--- config.mk ---
export PLATFORM = sky130hd
export DESIGN_NAME = mem_access_unit
export DESIGN_NICKNAME = d
export VERILOG_FILES = /design/src/rtl/mem_access_unit.sv
export SDC_FILE = /design/constraint.sdc
export NUM_CORES = 1
export LEC_CHECK = 0
export ABC_AREA = 0
export CAP_MARGIN = 10
export CORE_MARGIN = 3
export CORE_UTILIZATION = 50
export DETAILED_ROUTE_END_ITERATION = 8
export DONT_BUFFER_PORTS = 1
export PLACE_DENSITY = 0.75
export SLEW_MARGIN = 40
export SYNTH_ARGS = -nofsm -noshare
export SYNTH_HDL_FRONTEND = slang
export SYNTH_SLANG_ARGS = --single-unit
export TNS_END_PERCENT = 10
--- constraint.sdc ---
create_clock -name clk -period 13.25 [get_ports clk]
set_clock_uncertainty 0.2 [all_clocks]
set_input_delay 3.975 -clock clk [delete_from_list [all_inputs] [get_ports clk]]
set_output_delay 3.975 -clock clk [all_outputs]
set_load 0.005 [all_outputs]
--- src/rtl/mem_access_unit.sv ---
// Load/store unit between a request/response handshake and a doubleword-wide data memory.
// Partial stores use read-modify-write. Misaligned or out-of-range accesses answer with an error and never touch memory.
module mem_access_unit #(
    parameter int SIZE = 32
) (
    input  logic        clk,
    input  logic        reset,
    input  logic        req_valid,
    output logic        req_ready,
    input  logic        req_write,
    input  logic [1:0]  req_size,
    input  logic        req_signed,
    input  logic [63:0] req_addr,
    input  logic [63:0] req_wdata,
    output logic        rsp_valid,
    input  logic        rsp_ready,
    output logic [63:0] rsp_rdata,
    output logic        rsp_err,
    output logic [63:0] mem_address,
    output logic [63:0] mem_indata,
    output logic        mem_write,
    output logic        mem_read,
    input  logic [63:0] mem_outread
);

    typedef enum logic [1:0] {IDLE, RD, WR, RSP} state_t;

    state_t      state, next_state;
    logic        op_write, op_signed;
    logic [1:0]  op_size;
    logic [2:0]  op_offset;
    logic [63:0] op_wdata;
    logic        accept, req_misaligned, req_out_of_range, req_err;
    logic [5:0]  shift;
    logic [63:0] size_mask, lane_mask, lane_data, load_data, merged_data;

    function automatic logic [63:0] mask_for(input logic [1:0] sz);
        case (sz)
            2'b00:   return 64'h0000_0000_0000_00FF;
            2'b01:   return 64'h0000_0000_0000_FFFF;
            2'b10:   return 64'h0000_0000_FFFF_FFFF;
            default: return 64'hFFFF_FFFF_FFFF_FFFF;
        endcase
    endfunction

    // An access is aligned when the address bits below its size are all zero.
    always_comb begin
        req_misaligned = 1'b0;
        case (req_size)
            2'b01:   req_misaligned = req_addr[0];
            2'b10:   req_misaligned = |req_addr[1:0];
            2'b11:   req_misaligned = |req_addr[2:0];
            default: req_misaligned = 1'b0;
        endcase
    end

    assign req_out_of_range = req_addr[63:3] >= 61'(SIZE);
    assign req_err          = req_misaligned | req_out_of_range;
    assign accept           = req_valid & req_ready;

    assign shift       = {op_offset, 3'b000};
    assign size_mask   = mask_for(op_size);
    assign lane_mask   = size_mask << shift;
    assign lane_data   = (mem_outread >> shift) & size_mask;
    assign merged_data = (mem_outread & ~lane_mask) | ((op_wdata & size_mask) << shift);

    always_comb begin
        load_data = lane_data;
        if (op_signed) begin
            case (op_size)
                2'b00:   load_data = {{56{lane_data[7]}}, lane_data[7:0]};
                2'b01:   load_data = {{48{lane_data[15]}}, lane_data[15:0]};
                2'b10:   load_data = {{32{lane_data[31]}}, lane_data[31:0]};
                default: load_data = lane_data;
            endcase
        end
    end

    always_ff @(posedge clk or posedge reset) begin
        if (reset) state <= IDLE;
        else       state <= next_state;
    end

    // A partial store reads first, so it goes RD then WR. A doubleword store goes straight to WR.
    always_comb begin
        next_state = state;
        req_ready  = 1'b0;
        rsp_valid  = 1'b0;
        mem_read   = 1'b0;
        mem_write  = 1'b0;
        case (state)
            IDLE: begin
                req_ready = 1'b1;
                if (req_valid) begin
                    if (req_err)                                next_state = RSP;
                    else if (req_write && req_size == 2'b11)    next_state = WR;
                    else                                        next_state = RD;
                end
            end
            RD: begin
                mem_read   = 1'b1;
                next_state = op_write ? WR : RSP;
            end
            WR: begin
                mem_write  = 1'b1;
                next_state = RSP;
            end
            RSP: begin
                rsp_valid = 1'b1;
                if (rsp_ready) next_state = IDLE;
            end
            default: next_state = IDLE;
        endcase
    end

    // The memory address and write data are registers. They keep their last values while the unit is idle.
    always_ff @(posedge clk or posedge reset) begin
        if (reset) begin
            op_write    <= 1'b0;
            op_signed   <= 1'b0;
            op_size     <= 2'b00;
            op_offset   <= 3'b000;
            op_wdata    <= '0;
            rsp_err     <= 1'b0;
            rsp_rdata   <= '0;
            mem_address <= '0;
            mem_indata  <= '0;
        end else begin
            if (accept) begin
                op_write  <= req_write;
                op_signed <= req_signed;
                op_size   <= req_size;
                op_offset <= req_addr[2:0];
                op_wdata  <= req_wdata;
                rsp_err   <= req_err;
                rsp_rdata <= '0;
                if (!req_err) begin
                    mem_address <= {3'b000, req_addr[63:3]};
                    if (req_write && req_size == 2'b11) mem_indata <= req_wdata;
                end
            end
            if (state == RD) begin
                if (op_write) mem_indata <= merged_data;
                else          rsp_rdata  <= load_data;
            end
        end
    end

endmodule

==> results of run 1 <==
## state kept, by name, summed over array words and instances (netlist names), 2 cells and up
signal / count
rsp_rdata: 64
op_offset: 3
op_wdata: 64
op_size: 2
mem_indata: 64
mem_address: 61
state: 2
## power by group through the flow
stage / clock, W / sequential (W) / combinational [W]
2_1_floorplan: 0 / 0.00127 / 0.00129
3_3_place_gp: 0 / 0.00148 / 0.00151
3_5_place_dp: 0 / 0.00146 / 0.00157
4_1_cts: 0.000884 / 0.00145 / 0.00159
5_1_grt: 0.000922 / 0.00149 / 0.00177
6_report: 0.000879 / 0.00146 / 0.00163
## cell families after synthesis
group | Yosys count
buffers and inverters | 163
adders and majority gates | 4
AOI/OAI and AO/OA | 545
other | 1
and+or+nand+nor | 538
muxes | 134
DFF | 263
## path summary, 6_finish.rpt
| path | slack, ps | cells after the start | endpoint | start |
|---|---|---|---|---|
| max | 7010 | 6 | mem_address[4]$_DFFE_PP0P_ | req_addr[40] |
| min | 280 | 2 | op_wdata[61]$_DFFE_PP0P_ | op_wdata[61]$_DFFE_PP0P_ |
| max reg2reg | 9710 | 6 | rsp_rdata[50]$_DFF_PP0_ | op_offset[0]$_DFFE_PP0P_ |
| min reg2reg | 280 | 2 | op_wdata[61]$_DFFE_PP0P_ | op_wdata[61]$_DFFE_PP0P_ |
| max in group asynchronous | 8470 | 2 | op_offset[0]$_DFFE_PP0P_ | reset |
| min in group asynchronous | 3090 | 1 | mem_indata[53]$_DFF_PP0_ | reset |
## cell usage in the layout (no fill, tap or decap), types with 4 or more instances in the layout
master,instances
nor4_1,14
mux4_2,23
nor2_1,81
a31oi_1,63
mux2i_1,71
a22o_1,12
o2bb2ai_1,7
nand3_1,29
inv_1,7
buf_4,17
ha_1,4
nand2_1,300
a32oi_1,18
clkbuf_16,28
o22ai_1,12
and2_1,62
a21oi_1,180
mux2_2,39
bufinv_16,6
a21boi_0,13
a211oi_1,13
nor3_1,11
diode_2,4
a21o_1,10
o21ai_0,141
and3b_1,6
a221oi_1,18
o31ai_1,8
a221o_1,6
nor2b_1,7
dfrtp_1,260
o21a_1,10
a22oi_1,11
nand4_1,4
## critical path, stage by stage
cell	delay, ps
nor4_1	390
nand4_1	240
nor3_4	200
buf_4	620
nand3_4	550
mux2_2	470
## routing by layer
metal | vias to the layer above | GRT usage [%]
li1 | 5715 | -
met4 | 4 | 18.9
met3 | 209 | 12.0
met2 | 929 | 49.7
met5 | - | 0
met1 | 6446 | 45.9
## cell type report
cell class / count / area (µm²)
clock inverters: 18 / 295
flip-flops and latches: 263 / 6590
well taps: 384 / 480
multi-input cells: 1224 / 7530
clock buffers: 33 / 739
fillers: 2564 / 13100
diodes: 4 / 10.0
repair buffers: 21 / 181
inverters: 8 / 42.5
## per-stage QoR
| stage | utilization [%] | setup slack, ps |
|---|---|---|
| 3_3_place_gp | 51.0 | 6080 |
| 5_1_grt | 54.8 | 6790 |
| 2_1_floorplan | - | 1830 |
| 6_report | 54.8 | 7010 |
| 4_1_cts | 54.7 | 7000 |
| 3_5_place_dp | 51.2 | 6410 |
==> impl_metrics.tcl, run 1 <==
set metrics [dict create \
    status "completed" \
    crit_type "primary input to flop" \
    synthArstFlopShare_pct 100 \
    tightest_slew_ps 873 \
    hold_buffers 0 \
    hold_slack_ps 278 \
    cts.sinks 263 \
    drcViolationCount 0 \
    gp_congestion 1.03 \
    num_rows 62 \
    post_cts_buffers 0 \
    synth_area_leaders "dfrtp_1 45%, nand2_1 7.6%, a21oi_1 6.1%, mux2i_1 4.8%, o21ai_0 4.8%" \
    final_max_slew_viol_count 0 \
    antenna_found_initial 4 \
    cp_max_fo 67 \
    dieArea_um2 31700 \
    clkPwrFrac_pct 22.2 \
    synth_most_common_cell "nand2_1" \
    route.met2.wl_mm 24.4 \
    netlist_area_um2 14800 \
    cts_buffers 28 \
    max_clock_freq_mhz 160 \
    highest_layer "met5" \
    p_sw_w 0.00174 \
    cap_violations 0 \
    overflow 0 \
    cts_root_buf "clkbuf_16" \
    core_area_um2 28900 \
    clkLatencyLatePin_ps 570 \
    met1_length_mm 21.3 \
    total_power_w 0.00397 \
    ys_warn_count 0 \
    crit_required_ps 13500 \
    drive_gt1_share_pct 9.83 \
    cp-start-kind "primary input" \
    synth_top_area_cell "dfrtp_1" \
    place_inst 1900 \
    ios 397 \
    syn-mean-instance-area_um2 8.97 \
    grt_usage_pct 34.7 \
    placed_area_um2 14800 \
    synth_compound_area_share_pct 22.5 \
    synth_top_family_by_area "compound AO/OA/AOI/OAI gates" \
    ant_nets 0 \
    die_y_um 178 \
    dp_hpwl_mm 40.5 \
    fin_crit_ps 6240 \
    synthMuxAreaShare_pct 11.5 \
    ys_seq_area_share_pct 44.5 \
    wl_per_cell_um 29.0 \
    via_count 13303 \
    cts_tree "done" \
    io_buffers 0 \
    ys.flop_type "dfrtp_1" \
    grt_pass1_wl_mm 83.2 \
    rsz0062_at_grt "false" \
    power_frac_seq_pct 36.8 \
    hold_path_class "flop to flop" \
    cp.arrival_ps 6500 \
    synth-seq-cells 263 \
    clk_transition_reported_paths_ps 60 \
    cts_buffer_depth 3 \
    h-tree-depth 1 \
    synth_common_cells "301 x nand2_1, 263 x dfrtp_1, 180 x a21oi_1" \
    grt_pass1_vias 12889 \
    finalSetupViolCount 0 \
    synth_top_area_share_pct 44.5 \
    internal_power_w 0.00222 \
    yosys.area_share.simple_pct 16.2 \
    synth_xor_area_share_pct 0 \
    finish.instance_area_um2 15900 \
    dr_wl_met3_mm 7.22 \
    timing.final.crit_share_pct 47.1 \
    cts_resized 0 \
    yosysUniqueCellTypes 64 \
    postSynthCellCount 1648 \
    start_util_pct 51.1 \
    routed_wirelength_mm 56.7 \
    viasPerCell 6.80 \
    maxSlewHeadroom_pct 41.8 \
    hold_viol 0 \
    synth_fa_ha_area_share_pct 0.339 \
    area_delta_synth_final_pct 7.32 \
    leakage_nw 6.62 \
    instances_no_fill 1955 \
    nets 1750 \
    die_w_um 178 \
    p_sw_share_pct 43.9 \
    vdd_ir_drop_max_mv 0.205 \
    grt_max_degree 119 \
    drtIter0Drc 1819 \
    synth-edff-count 0 \
    crit_path_end_kind "flop" \
    power.density_nw_per_um2 250 \
    power_frac_comb_pct 41.0 \
    drt_first_pass_iters 6 \
    tns_ps 0 \
]
(Power assumes the default switching activity.)
==> inputs of run 2 (changes only) <==
==> constraint.sdc (replaced) <==
create_clock -name clk -period 6.5 [get_ports clk]
set_clock_uncertainty 0.2 [all_clocks]
set_input_delay 1.95 -clock clk [delete_from_list [all_inputs] [get_ports clk]]
set_output_delay 1.95 -clock clk [all_outputs]
set_load 0.005 [all_outputs]
==> run 2 against run 1 <==
Worst hold slack got worse by 1.5 ps. Sequential share of layout area increased by 0.082 points. Clock-buffer cell count increased by 2. First-iteration DRC count decreased by 1.4%. Flip-flop and latch count unchanged. Register-to-register slack got worse by 6800 ps. Via count decreased by 0.23%. Clock power increased by 97%. Cell count about the same. Critical endpoint is now mem_indata[61]$_DFF_PP0_. Largest power group unchanged.
==> impl_metrics.tcl, run 2 (synthesis gave the netlist of run 1 again) <==
set metrics [dict create \
    status "completed" \
    via_count 13273 \
    antenna_found_initial 3 \
    p_sw_share_pct 43.5 \
    hold_path_end "op_wdata[61]$_DFFE_PP0P_" \
    cp-start-kind "primary input" \
    overflow 0 \
    pre_cts_slack_ps 2120 \
    routed_wirelength_mm 55.5 \
    power.density_nw_per_um2 504 \
    met3_usage_pct 10.6 \
    wl_per_cell_um 28.4 \
    area_delta_synth_final_pct 7.11 \
    hold_buffers 0 \
    gp_congestion 0.995 \
    crit_required_ps 6760 \
    cts_root_buf "clkbuf_16" \
    tns_ps 0 \
    hold_path_class "flop to flop" \
    cts.sinks 263 \
    leakage_nw 6.62 \
    use_met2_pct 49.6 \
    cts_buffers 28 \
    power_frac_comb_pct 40.4 \
    num_rows 62 \
    grt_use_met1_pct 46.0 \
    die_w_um 178 \
    final_max_slew_viol_count 0 \
    cts_resized 0 \
    r2r_cells 5 \
    max_clock_freq_mhz 274 \
    maxSlewHeadroom_pct 40.6 \
    drcViolationCount 0 \
    ant_nets 0 \
    viasPerCell 6.79 \
    grt_pass1_vias 12462 \
    cap_violations 0 \
    grt-busiest-layer "met2" \
    timing.final.crit_share_pct 56.1 \
    drt_first_pass_iters 7 \
    cp_max_fo 66 \
    dieArea_um2 31700 \
    core_area_um2 28900 \
    finalSetupViolCount 0 \
    clkLatencyLatePin_ps 560 \
    finish.instance_area_um2 15800 \
    cts_buffer_depth 3 \
    dp_hpwl_mm 40.3 \
    reg2reg_from "op_offset[1]$_DFFE_PP0P_" \
    min_path_cells 2 \
    clkPwrFrac_pct 21.7 \
    io_buffers 0 \
    final_common_cell "nand2_1" \
    r2r_setup_slack_ps 2890 \
    crit_type "primary input to flop" \
    internal_power_w 0.00451 \
    cp.arrival_ps 3910 \
    hold_viol 0 \
    p_sw_w 0.00347 \
    hp-start "op_wdata[61]$_DFFE_PP0P_" \
    r2r-end "mem_indata[23]$_DFF_PP0_" \
    hold_slack_ps 277 \
    die_y_um 178 \
    h-tree-depth 1 \
    fill_cells 2622 \
    start_util_pct 51.1 \
    crit_path_end_kind "flop" \
    ios 397 \
    nets 1752 \
    cts_tree "done" \
    reg.largest.list "mem_indata: 64 flops, op_wdata: 64 flops, rsp_rdata: 64 flops" \
    placed_area_um2 14800 \
    vdd_ir_drop_max_mv 0.297 \
    rsz0062_at_grt "false" \
    drive_gt1_share_pct 10.1 \
    fin_crit_ps 3650 \
    power_frac_seq_pct 37.9 \
    tightest_slew_ps 892 \
    post_cts_buffers 0 \
    clk_transition_reported_paths_ps 60 \
    grt_usage_pct 34.0 \
    grt_max_degree 121 \
    drtIter0Drc 1793 \
    grt_pass1_wl_mm 81.8 \
    final_cell_mix "300 x nand2_1, 260 x dfrtp_1, 180 x a21oi_1" \
    worst_slack_ps 2850 \
]
## run 2: metal layers
layer | wire (µm) | vias up
met5 | 13 | -
met4 | 3340 | 2
met3 | 6800 | 176
met2 | 24200 | 881
met1 | 21200 | 6485
li1 | - | 5729
## run 2: area by class of cell
class	instances	area (µm²)	area share [%]
flip-flops and latches	263	6590	41.6
clock inverters	17	234	1.48
multi-input cells	1224	7520	47.5
diodes	2	5.00	0.0316
well taps	384	480	3.03
clock buffers	35	777	4.91
repair buffers	23	193	1.22
inverters	8	33.8	0.213
## run 2: worst max path at each step
stage | startpoint | slack [ps] | to | cells past startpoint
floorplan | reset | 880 | mem_address[0]$_DFFE_PP0P_ | 1
global placement | req_addr[40] | 2170 | mem_address[4]$_DFFE_PP0P_ | 5
detailed placement | req_addr[40] | 2120 | mem_address[1]$_DFFE_PP0P_ | 5
CTS | req_addr[40] | 2710 | mem_address[1]$_DFFE_PP0P_ | 5
global route | req_addr[40] | 2690 | mem_indata[56]$_DFF_PP0_ | 6
finish | req_addr[40] | 2850 | mem_indata[61]$_DFF_PP0_ | 6
## run 2: metrics by stage
stage	total power (W)	std cells	util, %
floorplan	0.00523	1650	-
global placement	0.00608	1902	51.1
detailed placement	0.00616	1902	51.2
CTS	0.00791	1954	54.6
global route	0.00842	1956	54.7
finish	0.00797	1956	54.7
## run 2: worst max-delay path, stage by stage
cell and delay (ps):
nor4_1 340, nand4_1 220, nor3_4 270, buf_4 640, nand3_1 180, a32oi_1 250
## run 2: power groups by stage
| stage | logic (W) | clock network [W] | registers [W] |
|---|---|---|---|
| 4_1_cts | 0.00315 | 0.00175 | 0.00300 |
| 3_5_place_dp | 0.00313 | 0 | 0.00302 |
| 5_1_grt | 0.00353 | 0.00182 | 0.00308 |
| 6_report | 0.00322 | 0.00173 | 0.00302 |
| 2_1_floorplan | 0.00263 | 0 | 0.00260 |
| 3_3_place_gp | 0.00307 | 0 | 0.00301 |
==> inputs of run 3 (changes only) <==
==> constraint.sdc (replaced) <==
create_clock -name clk -period 3.7 [get_ports clk]
set_clock_uncertainty 0.2 [all_clocks]
set_input_delay 1.11 -clock clk [delete_from_list [all_inputs] [get_ports clk]]
set_output_delay 1.11 -clock clk [all_outputs]
set_load 0.005 [all_outputs]
==> run 3 against run 2 <==
Critical path depth is the same. Largest power group unchanged. Final area grew 1.6%. Clock-buffer cell count shrank 3. Global-route usage grew 1.1 points. Worst setup slack lost 2300 ps. Die area is the same. Routed wire length grew 2.4%. Highest routed layer unchanged. Cell count grew 1.1%. Via count grew 1.6%. Clock power grew 87%. Flip-flop and latch count is the same. Largest cell class unchanged. Sequential share of layout area shrank 0.67 points.
==> impl_metrics.tcl, run 3 (synthesis gave the netlist of run 1 again) <==
set metrics [dict create \
    grt_pass1_vias 12927 \
    die_y_um 178 \
    crit_required_ps 3910 \
    power_frac_seq_pct 36.8 \
    crit_path_end_kind "flop" \
    cp.arrival_ps 3330 \
    gp_congestion 0.990 \
    hold_path_class "flop to flop" \
    wl_per_cell_um 28.7 \
    tightest_slew_ps 883 \
    internal_power_w 0.00813 \
    io_buffers 0 \
    cts_tree "done" \
    final_common_cell "nand2_1" \
    timing.final.crit_share_pct 84.2 \
    grt_pass1_wl_mm 83.8 \
    dieArea_um2 31700 \
    max_clock_freq_mhz 321 \
    drcViolationCount 0 \
    cp_max_fo 49 \
    grt_use_met1_pct 46.9 \
    crit_top_cell "a21oi_1" \
    finalSetupViolCount 0 \
    dp_hpwl_mm 41.4 \
    fill_cells 2578 \
    nets 1773 \
    reg.largest.list "mem_indata: 64 flops, op_wdata: 64 flops, rsp_rdata: 64 flops" \
    p_sw_w 0.00627 \
    p_sw_share_pct 43.6 \
    rsz0062_at_grt "false" \
    grt_usage_pct 35.0 \
    crit_slowest_cell "dfrtp_4" \
    cap_violations 0 \
    fin_crit_ps 3120 \
    clk_transition_reported_paths_ps 70 \
    power.density_nw_per_um2 895 \
    grt_max_degree 67 \
    crit_path_max_incr_delay_ps 810 \
    viasPerCell 6.82 \
    place_inst 1922 \
    cts.sinks 263 \
    ios 397 \
    clkPwrFrac_pct 22.4 \
    routed_wirelength_mm 56.8 \
    cts_buffer_depth 3 \
    drive_gt1_share_pct 11.3 \
    antenna_found_initial 3 \
    crit_type "flop to flop" \
    power_frac_comb_pct 40.8 \
    leakage_nw 6.75 \
    area_delta_synth_final_pct 8.86 \
    core_area_um2 28900 \
    maxSlewHeadroom_pct 41.1 \
    clkLatencyLatePin_ps 570 \
    via_count 13491 \
    total_power_w 0.0144 \
    ant_nets 0 \
    status "completed" \
    drt_first_pass_iters 7 \
    met3_usage_pct 11.2 \
    cp-start-kind "flop" \
    grt-busiest-layer "met2" \
    start_util_pct 51.1 \
    overflow 0 \
    hold_buffers 0 \
    cts_buffers 29 \
    drtIter0Drc 1878 \
    vdd_ir_drop_max_mv 0.405 \
    post_cts_buffers 0 \
    cts_root_buf "clkbuf_16" \
    use_met2_pct 51.4 \
    final_cell_mix "300 x nand2_1, 260 x dfrtp_1, 180 x a21oi_1" \
    die_w_um 178 \
    worstPathCellList "buf_4, and3b_1, o21ai_0, a21oi_1, a2111oi_0, a21oi_1" \
    num_rows 62 \
    h-tree-depth 1 \
    hold_viol 0 \
    instances_no_fill 1978 \
    final_max_slew_viol_count 0 \
    cts_resized 0 \
]
==> run 3: cell types whose count changed in the layout (fill, tap and decap cells not counted), moves of 2 or more <==
| cell | previous run | this run |
|---|---|---|
| a2111oi_1 | 3 | 0 |
| clkbuf_8 | 5 | 2 |
| clkinvlp_4 | 3 | 5 |
| buf_12 | 1 | 6 |
| a2111oi_0 | 3 | 6 |
| bufinv_16 | 5 | 7 |
| buf_6 | 2 | 0 |
| buf_4 | 20 | 37 |
==> run 3: worst paths after layout <==
path	startpoint	endpoint	slack, ps	depth (start not counted)
worst max register to register	op_offset[0]$_DFFE_PP0P_	mem_indata[49]$_DFF_PP0_	580	6
worst min-delay path	op_wdata[63]$_DFFE_PP0P_	op_wdata[63]$_DFFE_PP0P_	290	2
worst max-delay path	op_offset[0]$_DFFE_PP0P_	mem_indata[49]$_DFF_PP0_	580	6
max in group asynchronous	reset	mem_address[27]$_DFFE_PP0P_	2070	2
worst min register to register	op_wdata[63]$_DFFE_PP0P_	op_wdata[63]$_DFFE_PP0P_	290	2
min in group asynchronous	reset	mem_indata[43]$_DFF_PP0_	310	1
==> run 3: critical path, delay by kind of cell, from the launching register on <==
family	cells	cell delay [ps]
buffers and inverters	1	470
AOI/OAI and AO/OA	4	1200
DFF	1	810
and+or+nand+nor	1	220
==> run 3: power groups by stage <==
| stage | clock (W) | sequential [W] | combinational (W) |
|---|---|---|---|
| finish | 0.00323 | 0.00530 | 0.00587 |
| floorplan | 0 | 0.00457 | 0.00462 |
| detailed placement | 0 | 0.00529 | 0.00571 |
| global placement | 0 | 0.00527 | 0.00557 |
| global route | 0.00339 | 0.00538 | 0.00642 |
| CTS | 0.00326 | 0.00524 | 0.00575 |
==> run 3: stage by stage <==
step | hold slack, ps | TNS [ps] | instance area [µm²] | setup slack [ps] | utilization [%]
detailed placement | 267 | 0 | 15000 | 480 | 51.9
CTS | 281 | 0 | 16100 | 709 | 55.6
global placement | 258 | 0 | 15000 | 546 | 51.9
finish | 286 | 0 | 16100 | 584 | 55.6
global route | 310 | 0 | 16100 | 524 | 55.6
floorplan | 242 | -283920 | 14800 | -1080 | -
==> run 3: routing by layer <==
layer  share of wire [%]  wire, µm
met5               0.032        18
met4                 6.0      3410
met3                  13      7320
met2                  44     24800
met1                  37     21300
==> run 3: final cells by class <==
| class | instances | area, µm² | share of cell area (%) |
|---|---|---|---|
| multi-input combinational | 1224 | 7510 | 46.7 |
| tap | 384 | 480 | 2.99 |
| clock inverter | 21 | 317 | 1.97 |
| timing repair buffer | 43 | 398 | 2.47 |
| inverter | 8 | 33.8 | 0.210 |
| sequential | 263 | 6590 | 40.9 |
| clock buffer | 32 | 757 | 4.70 |
| antenna | 3 | 7.51 | 0.0466 |
